<file path="src/rtl/fwd_scoreboard.sv">
// Operand forwarding for NSTAGE in-flight stages plus completion bypass, with a
// registered busy scoreboard for long-latency ops and decode stall generation.
module fwd_scoreboard #(
  parameter int unsigned NSRC   = 2,
  parameter int unsigned NSTAGE = 3,
  parameter int unsigned XLEN   = 64,
  parameter int unsigned NREG   = 32,
  localparam int unsigned AW    = $clog2(NREG)
) (
  input  logic                         clk,
  input  logic                         reset,
  input  logic [XLEN-1:0]              id_pc,
  input  logic [NSRC-1:0]              src_valid,
  input  logic [NSRC-1:0][AW-1:0]      src_addr,
  input  logic [NSTAGE-1:0]            stg_valid,
  input  logic [NSTAGE-1:0][XLEN-1:0]  stg_pc,
  input  logic [NSTAGE-1:0]            stg_regwrite,
  input  logic [NSTAGE-1:0][AW-1:0]    stg_dst,
  input  logic [NSTAGE-1:0]            stg_ready,
  input  logic [NSTAGE-1:0][XLEN-1:0]  stg_data,
  input  logic                         issue_valid,
  input  logic [AW-1:0]                issue_dst,
  input  logic                         cpl_valid,
  input  logic [AW-1:0]                cpl_dst,
  input  logic [XLEN-1:0]              cpl_data,
  input  logic                         flush,
  output logic [NSRC-1:0]              fwd_enable,
  output logic [NSRC-1:0][XLEN-1:0]    fwd_data,
  output logic                         stall,
  output logic [NREG-1:0]              busy,
  output logic [31:0]                  stall_cnt
);

  logic [NREG-1:0] busy_q, busy_d;
  logic [31:0]     stall_cnt_q, stall_cnt_d;
  logic [NSRC-1:0] stg_hit;
  logic [NSRC-1:0] data_haz;
  logic            waw_haz;

  // Per source: youngest matching stage wins, then completion bypass, then scoreboard.
  always_comb begin
    fwd_enable = '0;
    fwd_data   = '0;
    data_haz   = '0;
    stg_hit    = '0;
    for (int unsigned s = 0; s < NSRC; s++) begin
      if (src_valid[s] && src_addr[s] != '0) begin
        for (int unsigned k = 0; k < NSTAGE; k++) begin
          if (!stg_hit[s] && stg_valid[k] && stg_regwrite[k] &&
              stg_dst[k] != '0 && stg_dst[k] == src_addr[s] &&
              stg_pc[k] != id_pc) begin
            stg_hit[s]    = 1'b1;
            fwd_enable[s] = 1'b1;
            fwd_data[s]   = stg_data[k];
            data_haz[s]   = !stg_ready[k];
          end
        end
        if (!stg_hit[s]) begin
          if (cpl_valid && cpl_dst == src_addr[s]) begin
            fwd_enable[s] = 1'b1;
            fwd_data[s]   = cpl_data;
          end else begin
            data_haz[s] = busy_q[src_addr[s]];
          end
        end
      end
    end
  end

  always_comb begin
    waw_haz = issue_valid && busy_q[issue_dst] &&
              !(cpl_valid && cpl_dst == issue_dst);
    stall   = (|data_haz) || waw_haz;
  end

  // Clear on completion, then set on issue (set wins), flush overrides both.
  always_comb begin
    busy_d = busy_q;
    if (cpl_valid) begin
      busy_d[cpl_dst] = 1'b0;
    end
    if (issue_valid && !stall && issue_dst != '0) begin
      busy_d[issue_dst] = 1'b1;
    end
    if (flush) begin
      busy_d = '0;
    end
  end

  always_comb begin
    stall_cnt_d = stall_cnt_q;
    if (stall && !flush && stall_cnt_q != '1) begin
      stall_cnt_d = stall_cnt_q + 32'd1;
    end
  end

  always_ff @(posedge clk) begin
    if (reset) begin
      busy_q      <= '0;
      stall_cnt_q <= '0;
    end else begin
      busy_q      <= busy_d;
      stall_cnt_q <= stall_cnt_d;
    end
  end

  assign busy      = busy_q;
  assign stall_cnt = stall_cnt_q;

endmodule
</file>
<file path="config.mk">
export PLATFORM = sky130hd
export DESIGN_NAME = fwd_scoreboard
export DESIGN_NICKNAME = d
export VERILOG_FILES = /design/src/rtl/fwd_scoreboard.sv
export SDC_FILE = /design/constraint.sdc
export NUM_CORES = 1
export LEC_CHECK = 0
export BUFFER_PORTS_ARGS = -buffer_cell sky130_fd_sc_hd__buf_4
export CORE_AREA = 2 2 291 293
export DETAILED_ROUTE_END_ITERATION = 7
export DIE_AREA = 0 0 293 295
export PLACE_DENSITY = 0.33
export SETUP_SLACK_MARGIN = 0.4
export SLEW_MARGIN = 0
export SYNTH_ARGS = -nofsm -noshare
export SYNTH_HDL_FRONTEND = slang
export SYNTH_SLANG_ARGS = --single-unit
</file>
<file path="constraint.sdc">
create_clock -name clk -period 5.1 [get_ports clk]
set_input_delay 0.765 -clock clk [delete_from_list [all_inputs] [get_ports clk]]
set_output_delay 0.765 -clock clk [all_outputs]
set_load 0.02 [all_outputs]
</file>
==> key figures <==
Synth
  – Syn nets: 1940
  – Mux share of post-synthesis cell area: 7.948%
  – Post-synth top area cell: xnor2_1
  – Synth Flop Type: dfxtp_1
  – Top cell type's share of synthesized area: 12.68%
  – Xor and xnor area share after synthesis: 20.44%
  – Yosys warnings: 0
  – Synth async-reset ratio: 0%
  – Compound-Gate Fraction of Synth Area: 30.81%
  – Distinct cells, synth: 62
  – Commonest cells post-synth: 161 x nor2_1, 147 x xnor2_1, 105 x clkbuf_1
  – Simple-gate share of the synthesized area: 23.06%
  – Sequential area share after synthesis: 12.62%
  – Synth Area in Adders: 0.1232%
  – Syn Area/Cell: 7.379 um^2
  – Cells after synthesis: 1376
  – Largest family of logic cells by synthesized area: compound AO/OA/AOI/OAI gates
  – Dominant cell by count in the synthesized netlist: nor2_1
  – EDFF count, synth: 0
  – Synth area leaders: xnor2_1 13%, dfxtp_1 13%, xor2_1 7.8%, mux4_2 6.0%, nor2_1 6.0%
  – Post-Syn Area: 10150 um^2
  – Synth Register Bits: 64

Critical path
  – Critical Path Source Type: input pin
  – Critical path class: input pin to output port
  – CP required: 4.34 ns
  – Crit path max fanout: 21
  – CP arrival: 3.80 ns
  – Endpoint class of the critical path: output port

Place
  – Placement Cell Area: 17320 um^2
  – Number of port buffers: 757
  – RePlAce Congestion: 1.010
  – Post-DP HPWL: 67550 um

STA
  – Fmax: 219.0 MHz
  – Setup tns final: 0 ns
  – Hold slack: 0.5076 ns
  – Fin crit share: 89.53%
  – Final Max Tran Viols: 0
  – Unrepaired setup endpoints after global routing: no
  – Final hold viol count: 0
  – Clk_skew: 0.005550 ns
  – Min Tclk post-route: 4.566 ns
  – Slew headroom: 26.20%
  – Worst Tran Pin Value: 1.106 ns
  – Finish-stage setup viols: 0

Detailed routing
  – Via density: 4.603
  – Starting DRT DRC Count: 910
  – Drc violations: 0
  – Via count: 14556
  – Post-DR wirelength/cell: 26.14 um
  – Drt first pass iters: 5
  – WL final: 82650 um
  – Final ANT Viol Nets: 0

Pwr
  – Peak VDD IR: 0.1035 mV
  – PwrDens: 117.4 nW/um^2
  – Static Leak: 7.076 nW
  – Tot Pwr: 2.083 mW

Hold path
  – Worst Hold Class: flip-flop to flip-flop

CTS
  – Num Clock Sinks: 64
  – Clock-pin slew on the worst setup and hold paths: 0.06 ns
  – CTS tree: built
  – Hold-fix buffers, CTS: 0
  – Clock latency on the worst-skew pair: 0.35 ns
  – CTS H-tree lvls: 3
  – Max Root-Sink Buffers: 2
  – CTS buffer count: 9
  – CTS root buf: clkbuf_16

GRT
  – Tot GR Track Use: 17.86%
  – Largest net degree at the start of global routing: 90
  – Vias in the first global route: 14638
  – Global-route wire length before repair: 112500 um
  – Grt ovf: 0
  – Initial antenna violation count: 5

Floorplanning
  – Core area: 83160 um^2
  – Rows: 106
  – I/O Pins: 758
  – Die Width: 293 um
  – DIE AREA: 86440 um^2
  – Initial Util: 12.21%
  – Overall die height: 295 um

Final layout
  – NumNets Final: 2639
  – Filler cell count in the final layout: 9363
  – Post-route cell area: 17740 um^2
  – Layout cell share with drive strength beyond 1: 43.41%
  – Synthesis-to-layout area growth: 74.74%

Outcome
  – Status: finished clean

Run
  – Max cap viols: 0
==> metal layers <==
metal,GRT usage [%],up-vias,wire [um]
met5,0,-,23
met4,1.864,4,625
met2,31.24,578,40360
met1,23.75,7258,36910
met3,2.827,39,4724
li1,-,6677,-
==> path summary, 6_finish.rpt <==
check	startpoint	endpoint	cells past startpoint	slack, ns
min reg2reg	stall_cnt[11]	stall_cnt[11]	2	0.51
max	id_pc[21]	fwd_data[90]	13	0.53
max reg2reg	busy[30]	busy[30]	11	1.89
min	stall_cnt[11]	stall_cnt[11]	2	0.51
==> stage by stage <==
stage / setup WS [ns] / utilization (%) / std cells
2_1_floorplan: 1.059 / - / 1376
3_3_place_gp: 0.2776 / 20.83 / 3141
3_5_place_dp: 0.1919 / 20.83 / 3141
4_1_cts: 0.3846 / 21.22 / 3157
5_1_grt: 0.4152 / 21.33 / 3161
6_report: 0.5339 / 21.34 / 3162
==> logic make-up after synthesis <==
group / count (synthesis)
AOI/OAI and AO/OA: 439
muxes: 45
DFF: 64
adders and majority gates: 1
and+or+nand+nor: 461
buffers and inverters: 129
xor gates and xnor gates: 237
==> worst max-delay path, cell delays in order <==
cell,delay [ns]
buf_4,0.13
xnor2_1,0.14
nand4_1,0.47
nor4_4,0.39
nand4_1,0.23
buf_4,0.22
and3_4,0.17
nor4_4,0.35
buf_12,0.26
buf_12,0.19
a221oi_1,0.12
nor2_1,0.14
buf_4,0.17
==> layout by cell type, fill, tap and decap left out, types with 14 or more instances in the layout <==
master / synthesis / layout
dfxtp_1: 64 / 64
nand3_1: 30 / 29
mux4_2: 27 / 27
a221oi_1: 64 / 64
nor4_1: 34 / 25
nand4_1: 51 / 51
buf_4: 3 / 797
a21oi_1: 83 / 83
xor2_1: 90 / 90
or3_1: 20 / 20
nor2b_1: 16 / 16
nand2_1: 86 / 85
o211ai_1: 31 / 31
nor2_1: 161 / 157
a22oi_1: 70 / 70
nor3_1: 19 / 18
o21ai_0: 84 / 83
xnor2_1: 147 / 146
a221o_1: 60 / 60
o21ai_1: 14 / 14
==> state kept, by name, indices dropped and copies added, names as in the netlist <==
signal and flops:
stall_cnt 32, busy 32
==> power by group <==
| group | total (mW) | switching [mW] | leakage, nW | internal, mW |
|---|---|---|---|---|
| registers | 0.503 | 0.00217 | 0.515 | 0.501 |
| clock network | 0.634 | 0.256 | 0.138 | 0.378 |
| logic | 0.945 | 0.472 | 6.42 | 0.472 |
| total | 2.08 | 0.731 | 7.08 | 1.35 |
==> what timing repair did <==
| item | in CTS | in global routing |
|---|---|---|
| buffers inserted | 0 | 2 |
| gates resized for setup | 5 | 10 |
| gates cloned | 0 | 1 |
| setup endpoints to repair | 102 | 95 |
| pin swaps | 0 | 5 |
==> layout make-up <==
type	instances	area, um^2	share of cell area [%]
multi-input combinational	1183	8542	48.15
timing repair buffer	810	6240	35.17
tap	1080	1351	7.616
sequential	64	1281	7.221
clock buffer	9	225.2	1.269
clock inverter	7	71.32	0.4020
inverter	7	26.28	0.1481
antenna	2	5.005	0.02821
(Power assumes the default switching activity.)
